### config.mk
export PLATFORM = sky130hd
export DESIGN_NAME = video_timing_gen
export DESIGN_NICKNAME = d
export VERILOG_FILES = /design/src/rtl/video_pkg.sv /design/src/rtl/video_timing_gen.sv
export SDC_FILE = /design/constraint.sdc
export NUM_CORES = 1
export LEC_CHECK = 0
export ABC_AREA = 1
export CORE_MARGIN = 2
export CORE_UTILIZATION = 45
export CTS_BUF_LIST = sky130_fd_sc_hd__clkbuf_16
export DETAILED_ROUTE_END_ITERATION = 16
export PLACE_DENSITY = 0.73
export SYNTH_ARGS = -nofsm -noshare
export SYNTH_HDL_FRONTEND = slang
export SYNTH_SLANG_ARGS = --single-unit
### constraint.sdc
create_clock -name clk -period 2.8 [get_ports clk]
set_input_delay 0.56 -clock clk [delete_from_list [all_inputs] [get_ports clk]]
set_output_delay 0.56 -clock clk [all_outputs]
set_load 0.02 [all_outputs]
### src/rtl/video_pkg.sv
// Shared video timing definitions: 720p defaults, derived totals, count widths.
package video_pkg;
  localparam int ACTIVE_H_DEF = 1280;
  localparam int H_FP_DEF     = 110;
  localparam int H_SYNC_DEF   = 40;
  localparam int H_BP_DEF     = 220;
  localparam int ACTIVE_V_DEF = 720;
  localparam int V_FP_DEF     = 5;
  localparam int V_SYNC_DEF   = 5;
  localparam int V_BP_DEF     = 20;

  localparam int H_TOTAL = ACTIVE_H_DEF + H_FP_DEF + H_SYNC_DEF + H_BP_DEF;
  localparam int V_TOTAL = ACTIVE_V_DEF + V_FP_DEF + V_SYNC_DEF + V_BP_DEF;

  localparam int H_W  = 11;
  localparam int V_W  = 10;
  localparam int FC_W = 6;

  // Per-position qualifiers that travel with the h/v stream downstream.
  typedef struct packed {
    logic active_draw;
    logic h_sync;
    logic v_sync;
  } vid_flags_t;
endpackage

### src/rtl/video_timing_gen.sv
// Raster timing generator: h/v position, active/sync flags, frame pulse and
// frame counter. Every output is registered from the same next position so
// the whole bundle changes together on one edge.
module video_timing_gen
  import video_pkg::*;
#(
  parameter int ACTIVE_H = ACTIVE_H_DEF,
  parameter int H_FP     = H_FP_DEF,
  parameter int H_SYNC   = H_SYNC_DEF,
  parameter int H_BP     = H_BP_DEF,
  parameter int ACTIVE_V = ACTIVE_V_DEF,
  parameter int V_FP     = V_FP_DEF,
  parameter int V_SYNC   = V_SYNC_DEF,
  parameter int V_BP     = V_BP_DEF
) (
  input  logic            clk,
  input  logic            rst,
  input  logic            enable,
  output logic [H_W-1:0]  h_count,
  output logic [V_W-1:0]  v_count,
  output logic            active_draw,
  output logic            h_sync,
  output logic            v_sync,
  output logic            new_frame,
  output logic [FC_W-1:0] frame_count
);
  localparam int HT = ACTIVE_H + H_FP + H_SYNC + H_BP;
  localparam int VT = ACTIVE_V + V_FP + V_SYNC + V_BP;

  localparam logic [H_W-1:0] H_LAST = H_W'(HT - 1);
  localparam logic [H_W-1:0] H_ACT  = H_W'(ACTIVE_H);
  localparam logic [H_W-1:0] HS_ON  = H_W'(ACTIVE_H + H_FP);
  localparam logic [H_W-1:0] HS_OFF = H_W'(ACTIVE_H + H_FP + H_SYNC);
  localparam logic [V_W-1:0] V_LAST = V_W'(VT - 1);
  localparam logic [V_W-1:0] V_ACT  = V_W'(ACTIVE_V);
  localparam logic [V_W-1:0] VS_ON  = V_W'(ACTIVE_V + V_FP);
  localparam logic [V_W-1:0] VS_OFF = V_W'(ACTIVE_V + V_FP + V_SYNC);

  logic [H_W-1:0] h_nxt;
  logic [V_W-1:0] v_nxt;
  vid_flags_t     flags_nxt;
  logic           nf_nxt;

  // Next raster position: horizontal wrap carries into vertical, which wraps per frame.
  always_comb begin
    h_nxt = h_count + 1'b1;
    v_nxt = v_count;
    if (h_count == H_LAST) begin
      h_nxt = '0;
      v_nxt = (v_count == V_LAST) ? '0 : v_count + 1'b1;
    end
  end

  // Flags decoded from the next position so they register alongside it, never a cycle late.
  always_comb begin
    flags_nxt.active_draw = (h_nxt < H_ACT) && (v_nxt < V_ACT);
    flags_nxt.h_sync      = (h_nxt >= HS_ON) && (h_nxt < HS_OFF);
    flags_nxt.v_sync      = (v_nxt >= VS_ON) && (v_nxt < VS_OFF);
    nf_nxt                = (h_nxt == H_ACT) && (v_nxt == V_ACT);
  end

  // Reset parks on the last position so the first enabled step lands on (0,0).
  always_ff @(posedge clk or negedge rst) begin
    if (!rst) begin
      h_count     <= H_LAST;
      v_count     <= V_LAST;
      active_draw <= 1'b0;
      h_sync      <= 1'b0;
      v_sync      <= 1'b0;
      new_frame   <= 1'b0;
      frame_count <= '0;
    end else if (enable) begin
      h_count     <= h_nxt;
      v_count     <= v_nxt;
      active_draw <= flags_nxt.active_draw;
      h_sync      <= flags_nxt.h_sync;
      v_sync      <= flags_nxt.v_sync;
      new_frame   <= nf_nxt;
      if (nf_nxt) frame_count <= frame_count + 1'b1;
    end else begin
      new_frame   <= 1'b0;
    end
  end
endmodule

# [Yosys cells after proc, flatten, opt, wreduce, memory -nomap -nowiden]
# Index checks and enable logic that the tools add are counted.
# Widths: inputs -> output; s select.
[totals] regBits=31 inputBits=3 output_inout_bits=31 word_cells=29
[op_classes] add_sub_neg=3 magnitude_cmp=6 eq_ne=4 muxes=4 reduce_logical=5
[op_table] op="$eq 11x11->1 const B" n=2
[op_table] op="$lt 11x11->1 const B" n=2
[op_table] op="$eq 10x10->1 const B" n=2
[op_table] op="$lt 10x10->1 const B" n=2
[op_table] op="$mux 10" n=2
[op_table] op="$add 11x1->11 const B" n=1
[op_table] op="$ge 11x11->1 const B" n=1
[op_table] op="$mux 11" n=1
[op_table] op="$add 10x1->10 const B" n=1
[op_table] op="$ge 10x10->1 const B" n=1
[op_table] op="$add 6x1->6 const B" n=1
[op_table] op="$logic_and 1x1->1" n=4
[op_table] op="$reduce_and 2->1" n=1
[op_table] op="$mux 1" n=1

# [Longest topological paths before layout]
# Gate-level depths: netlist of run 1.
[depth] depth_word=6 depth_mapped=15

# [Worst setup path after synthesis of run 1]
# OpenSTA, ideal clock, no wires.
[synth_timing] path_type="register -> register" startpoint="reg h_count[0]" endpoint="reg frame_count[2]" setup_time_ns=0.118 arrival_ns=2.038 t_required_ns=2.682 slack_ns=0.644 path_stages_with_launch=14 n_path_buf=1 period_less_slack_ns=2.156 cell_sequence="dfstp_2 ha_1 inv_1 nor2_2 nand3b_4 buf_6 nand2_1 o21ai_1 nor2_2 nand2_1 nor2_1 nand4_2 nand2_1 nand2_1"
[synth_between] elab_chain_len=5
[synth_rtl] element="start, declared" line="video_timing_gen.sv:19" text="output logic [H_W-1:0] h_count,"
[synth_rtl] element="start signal, assigned" line="video_timing_gen.sv:73" text="h_count <= h_nxt;"
[synth_rtl] element="$add 11x1->11 or $eq 11x11->1 (tied branches)" line="video_timing_gen.sv:46, video_timing_gen.sv:48"
[synth_rtl] element="$mux 11 or $mux 10 (tied branches)" line="video_timing_gen.sv:48" text="if (h_count == H_LAST) begin"
[synth_rtl] element="$eq 11x11->1 or $eq 10x10->1 (tied branches)" line="video_timing_gen.sv:59" text="nf_nxt = (h_nxt == H_ACT) && (v_nxt == V_ACT);"
[synth_rtl] element="$logic_and 1x1->1 *" line="video_timing_gen.sv:59"
[synth_rtl] element="$reduce_and 2->1 (no source line) *"
[synth_rtl] element="end signal, assigned" line="video_timing_gen.sv:79" text="if (nf_nxt) frame_count <= frame_count + 1'b1;"
[synth_rtl] element="end, declared" line="video_timing_gen.sv:25" text="output logic [FC_W-1:0] frame_count"
# Mark *: on every way between the ends. The rest lies on a longest branch, timed or not.
# A chain may end at the register's enable or synchronous reset.

# [Final worst setup path of run 1]
[layout_timing] startpoint="reg h_count[0]" endpoint="reg frame_count[1]"
# Same word-level chain as after synthesis.

==> flow_summary_export.csv, run 1 <==
group,metric,value,unit
run_status,outcome,"finished clean",
pwr,p_sw_share,38.86,%
timing,worst_pin_slew,0.4488,ns
grt,grt_max_degree,32,
placement,port_buffers,33,
pwr,clock_power_share,30.2,%
clock_network,insertion_delay,0.28,ns
floorplanning,core,0.005107,mm^2
floorplanning,start_util,46.86,%
drt,drt_iter0_markers,166,
timing,max-slew-margin-rel,69.99,%
hold_path,holdCritStartpoint,"h_sync$_DFFE_PN0P_",
floorplanning,io_pins,34,
critical_path,crit_path_start_kind,"register",
timing,skew,0.006379,ns
drt,drt_first_pass_iters,4,
critical_path,r2r-end,"frame_count[1]$_DFFE_PN0P_",
yosys,synth_top_cells_by_area,"nand2_1 (19%), dfrtp_1 (19%), dfstp_2 (14%)",
floorplanning,die_h,76.93,um
pwr,p_per_area,700.7,mW/mm^2
cells_and_area,nets,411,
timing,setup_slack,0.3086,ns
floorplanning,die_area,0.005918,mm^2
pwr,p_int,1.256,mW
pwr,p_total,2.054,mW
placement,globalplace.congestion,0.9770,
drt,wire_per_inst,12.79,um
pwr,sequentialPowerShare,33.9,%
drt,drc,0,
cells_and_area,final_cell_mix,"nand2_1 (123), nand3_1 (43), nor2_1 (40), inv_1 (39), clkdlybuf4s50_1 (33)",
grt,grt-ovfl-total,0,
critical_path,worst-setup-path-type,"reg -> reg",
yosys,synth_cells,370,
placement,dp_slack,0.3041,ns
yosys,avgSynthCellArea,6.469,um^2
critical_path,worst_setup_path_end_kind,"register",
yosys,synth_top_area_share,19.29,%
drt,ant_nets,0,
yosys,ys_types,31,
cells_and_area,final_common_cell,"nand2_1",
placement,hpwl,4455,um
grt,antenna_found_initial,0,
clock_network,hold_buffers,0,
grt,grt_pass1_wl,10470,um
critical_path,rrSetupSlack,0.31,ns
grt,grt_pass1_vias,2294,
grt,grtUsageTotal,22.09,%
drt,via_per_inst,5.097,
pwr,p_sw,798.4,uW
clock_network,cts_buffer_depth,2,
drt,vias,2416,
timing,fmaxAchievable,401.4,MHz
critical_path,timing.critical_path.arrival,2.66,ns
pwr,peakVddDrop,0.0003475,V
yosys,yosys.area.top_type,"nand2_1",
yosys,yosysWarnings,0,
critical_path,crit_required,2.97,ns
critical_path,critical_path.max_fanout,26,
hold_path,hp-class,"reg -> reg",
clock_network,cts_resized,0,
clock_network,root_buffer,"clkbuf_16",
critical_path,r2r_start,"h_count[0]$_DFFE_PN1P_",
clock_network,cts_tree,"built",
hold_path,whs_path_depth,2,
cells_and_area,n_antenna_cell,0,
pwr,p_leak,1.349,nW
clock_network,clk_pin_slew_worst_paths,0.05,ns
job,cap_viol_max_count,0,
yosys,syn-num-nets,378,
cells_and_area,syn2layout_area_growth,22.48,%
timing,final_hold_viol_count,0,
clock_network,cts.sinks,31,
timing,fin_crit,2.491,ns
clock_network,numCtsBuffers,5,
clock_network,h-tree-depth,2,
yosys,ys_ff_latch,31,
clock_network,post_cts_buffers,0,
timing,setup_viol,0,
hold_path,hold_end,"h_sync$_DFFE_PN0P_",
cells_and_area,drive_gt1_share,11.88,%
timing,rsz0062_at_grt,"no",
timing,drv_slew,0,
floorplanning,die_x,76.93,um
pwr,comb_power_share,35.9,%
critical_path,rr_worst_depth,12,
timing,finalCritPeriodShare,88.98,%
timing,fin_tns_setup,0,ns
yosys,syn-cell-area,0.002394,mm^2
floorplanning,num_rows,26,
yosys,yosysSeqAreaShare,33.09,%
drt,routed_wl,6062,um
worst max-delay path, cell delays in order (launching register included):
cell and delay, ns:
dfstp_2 0.61, ha_1 0.21, inv_1 0.06, nor2_2 0.16, nand3b_4 0.27, nand2_1 0.16
o21ai_0 0.15, nor2_2 0.19, nand2_1 0.07, nor2_1 0.13, nand4_2 0.18, nand2_1 0.12
nand2_1 0.06
flip-flops by register name, summed over array words and instances (netlist names):
register,flops
active_draw,1
frame_count,6
h_count,11
h_sync,1
new_frame,1
v_count,10
v_sync,1
power groups by stage:
stage	combinational [mW]	sequential [mW]	clock, mW
after floorplan	0.450	0.734	0
after global placement	0.732	0.704	0
after detailed placement	0.735	0.703	0
after CTS	0.739	0.697	0.630
after global routing	0.823	0.718	0.642
final	0.738	0.696	0.620
per-stage QoR:
stage | utilization [%] | cells | area [um^2] | hold WS, ns
detailed placement | 54.19 | 466 | 2768 | 0.4725
finish | 57.40 | 474 | 2932 | 0.4823
floorplan | - | 370 | 2394 | 0.2644
CTS | 57.40 | 474 | 2932 | 0.4869
global route | 57.40 | 474 | 2932 | 0.5132
global placement | 54.19 | 466 | 2768 | 0.4703
how the worst max path moves through the flow:
stage,cells past startpoint,from,slack [ns],to
2_1_floorplan,13,h_count[0]$_DFFE_PN1P_,0.64,frame_count[2]$_DFFE_PN0P_
3_3_place_gp,12,h_count[0]$_DFFE_PN1P_,0.42,frame_count[5]$_DFFE_PN0P_
3_5_place_dp,12,h_count[0]$_DFFE_PN1P_,0.30,frame_count[4]$_DFFE_PN0P_
4_1_cts,12,h_count[0]$_DFFE_PN1P_,0.30,frame_count[1]$_DFFE_PN0P_
5_1_grt,12,h_count[0]$_DFFE_PN1P_,0.05,frame_count[0]$_DFFE_PN0P_
6_report,12,h_count[0]$_DFFE_PN1P_,0.31,frame_count[1]$_DFFE_PN0P_
cell families (layout without fill, tap and decap cells):
| family | Yosys count | count (layout) | synth area share [%] |
|---|---|---|---|
| AND/OR/NAND/NOR | 235 | 235 | 43.70 |
| buffers and inverters | 55 | 89 | 9.827 |
| AO/OA/AOI/OAI | 36 | 36 | 7.841 |
| flip-flops | 31 | 31 | 33.09 |
| XOR/XNOR | 8 | 8 | 2.927 |
| adder cells (fa/ha/maj) | 5 | 5 | 2.614 |
synth_stat cells, drive strengths merged:
| master | count |
|---|---|
| nand2 | 128 |
| nor2 | 50 |
| nand3 | 45 |
| inv | 44 |
| o21ai | 30 |
| dfrtp | 18 |
| dfstp | 13 |
| xor2 | 8 |
| buf | 6 |
| ha | 5 |
| nand4 | 5 |
| clkbuf | 4 |
| a21oi | 3 |
| nor3 | 3 |
| clkinv | 1 |
| nand3b | 1 |
| nor3b | 1 |
| nor4b | 1 |
| o21a | 1 |
| o21bai | 1 |
| o31ai | 1 |
| or2 | 1 |
cell type report:
class	count	area, um^2
inverters	45	168.9
clock inverters	3	38.79
multi-input cells	284	1366
flip-flops and latches	31	792.0
clock buffers	5	125.1
well taps	70	87.58
repair buffers	36	352.8
fillers	498	2176
layer usage:
layer | track usage (%) | vias up | wire length, um
li1 | - | 1235 | -
met3 | 4.353 | 17 | 318
met4 | 9.818 | 0 | 172
met2 | 35.61 | 73 | 2802
met1 | 28.67 | 1091 | 2769
met5 | 0 | - | 0
No activity file was read; power rests on OpenSTA's default activity.
==> inputs of run 2 (changes only) <==
==> constraint.sdc (replaced) <==
create_clock -name clk -period 2.6 [get_ports clk]
set_input_delay 0.52 -clock clk [delete_from_list [all_inputs] [get_ports clk]]
set_output_delay 0.52 -clock clk [all_outputs]
set_load 0.02 [all_outputs]
==> run 2 against run 1 <==
  * Wire length up 4.9%
  * Clock power increased by 4.8%
  * Via count grew 1.7%
  * Maximum frequency grew 4.9%
  * Critical endpoint is now frame_count[4]$_DFFE_PN0P_
  * Sequential share of layout area is 0.63 points lower
  * Critical path type unchanged
  * First-iteration DRC count is 3.0% lower
  * Total power grew 9.1%
  * Largest power group unchanged
  * Critical path depth rose by 2
==> flow_summary_export.csv, run 2 (synthesis gave the netlist of run 1 again) <==
group,metric,value,unit
run_status,outcome,"finished clean",
timing,fin_crit,2.374,ns
cells_and_area,final_common_cell,"nand2_1",
placement,globalplace.congestion,0.8660,
floorplanning,io_pins,34,
timing,final_hold_viol_count,0,
job,cap_viol_max_count,0,
floorplanning,num_rows,26,
cells_and_area,nets,418,
timing,finalCritPeriodShare,91.33,%
drt,ant_nets,0,
grt,grtUsageTotal,22.43,%
pwr,peakVddDrop,0.0003156,V
timing,fmaxAchievable,421.1,MHz
pwr,p_per_area,746.5,mW/mm^2
drt,drt_first_pass_iters,4,
clock_network,cts_tree,"built",
critical_path,critical_path.max_fanout,8,
grt,grt_pass1_wl,10710,um
hold_path,hp-class,"reg -> reg",
critical_path,crit_required,2.81,ns
timing,setup_viol,0,
grt,grt-ovfl-total,0,
clock_network,cts.sinks,31,
cells_and_area,final_cell_mix,"nand2_1 (123), nand3_1 (43), nor2_1 (40), inv_1 (39), clkdlybuf4s50_1 (33)",
pwr,p_leak,1.400,nW
clock_network,root_buffer,"clkbuf_16",
floorplanning,die_area,0.005918,mm^2
clock_network,numCtsBuffers,5,
timing,rsz0062_at_grt,"no",
critical_path,worst-setup-path-type,"reg -> reg",
cells_and_area,syn2layout_area_growth,25.41,%
drt,drc,0,
hold_path,whs_path_depth,2,
drt,drt_iter0_markers,161,
clock_network,clk_pin_slew_worst_paths,0.05,ns
critical_path,worst_setup_path_end_kind,"register",
critical_path,crit_path_start_kind,"register",
cells_and_area,largest_register_ffs,11,
floorplanning,die_x,76.93,um
timing,drv_slew,0,
clock_network,cts_buffer_depth,2,
pwr,p_total,2.241,mW
clock_network,h-tree-depth,2,
drt,routed_wl,6358,um
cells_and_area,n_antenna_cell,0,
grt,antenna_found_initial,0,
cells_and_area,top_regs,"h_count: 11 flops, v_count: 10 flops, frame_count: 6 flops",
timing,skew,0.001848,ns
placement,hpwl,4551,um
drt,via_per_inst,5.110,
timing,fin_tns_setup,0,ns
floorplanning,start_util,46.86,%
clock_network,insertion_delay,0.27,ns
drt,vias,2458,
critical_path,timing.critical_path.arrival,2.59,ns
timing,max-slew-margin-rel,72.38,%
placement,port_buffers,33,
floorplanning,die_h,76.93,um
critical_path,rr_worst_depth,14,
floorplanning,core,0.005107,mm^2
cells_and_area,drive_gt1_share,13.38,%
drt,wire_per_inst,13.22,um
grt,grt_max_degree,32,
cells_and_area,largest-register,"h_count",
grt,grt_pass1_vias,2270,
timing,worst_pin_slew,0.4143,ns
## run 2: final timing paths
check                      slack (ns)               startpoint                          to
hold / removal                   0.48  active_draw$_DFFE_PN0P_     active_draw$_DFFE_PN0P_
setup / recovery                 0.23   h_count[0]$_DFFE_PN1P_  frame_count[4]$_DFFE_PN0P_
max in group asynchronous        1.62                      rst      v_count[0]$_DFFE_PN1P_
setup reg to reg                 0.23   h_count[0]$_DFFE_PN1P_  frame_count[4]$_DFFE_PN0P_
hold reg to reg                  0.48  active_draw$_DFFE_PN0P_     active_draw$_DFFE_PN0P_
min in group asynchronous        0.66                      rst      h_count[3]$_DFFE_PN0P_
## run 2: metrics by stage
step	utilization [%]	instances	hold WS, ns	setup slack (ns)	instance area (um^2)
global placement	54.63	469	0.4708	0.2368	2790
detailed placement	54.63	469	0.4658	0.1198	2790
floorplan	-	370	0.2244	0.4444	2394
finish	58.77	481	0.4767	0.2255	3002
CTS	57.84	477	0.4807	0.1019	2954
global route	58.77	481	0.4973	0.002498	3002
## run 2: repair_timing
action                                  4_1_cts  5_1_grt
buffers inserted                              0        2
gates resized for setup                       0        2
hold buffers                                  0        0
endpoints found under the setup margin        0        7
## run 2: report_power, final
part	total [mW]	internal [mW]	switching, mW
registers	0.746	0.593	0.153
logic	0.844	0.335	0.509
clock network	0.650	0.446	0.204
## run 2: final cells by class
| class | instances | area [um^2] |
|---|---|---|
| Tap cell | 70 | 87.58 |
| Fill cell | 491 | 2106 |
| Clock inverter | 3 | 38.79 |
| Inverter | 45 | 168.9 |
| Clock buffer | 5 | 125.1 |
| Sequential cell | 31 | 792.0 |
| Timing Repair Buffer | 41 | 390.4 |
| Multi-Input combinational cell | 286 | 1399 |
## run 2: metal layers
metal / vias up / wire [um] / GRT usage (%)
li1: 1256 / - / -
met1: 1135 / 2864 / 29.09
met2: 60 / 3083 / 39.39
met3: 7 / 326 / 3.059
met4: 0 / 84 / 5.455
met5: - / 0 / 0
## run 2: critical path: stages, from the launching register on
cell and delay, ns:
dfstp_2 0.59, ha_1 0.21, inv_1 0.08, nor2_4 0.18, nand3b_4 0.15, buf_4 0.18
nand2_2 0.06, inv_1 0.04, a21oi_1 0.13, nand2_1 0.10, nor2_1 0.16, nand3_2 0.10
nor2_4 0.16, nand3_1 0.10, nand2_1 0.07
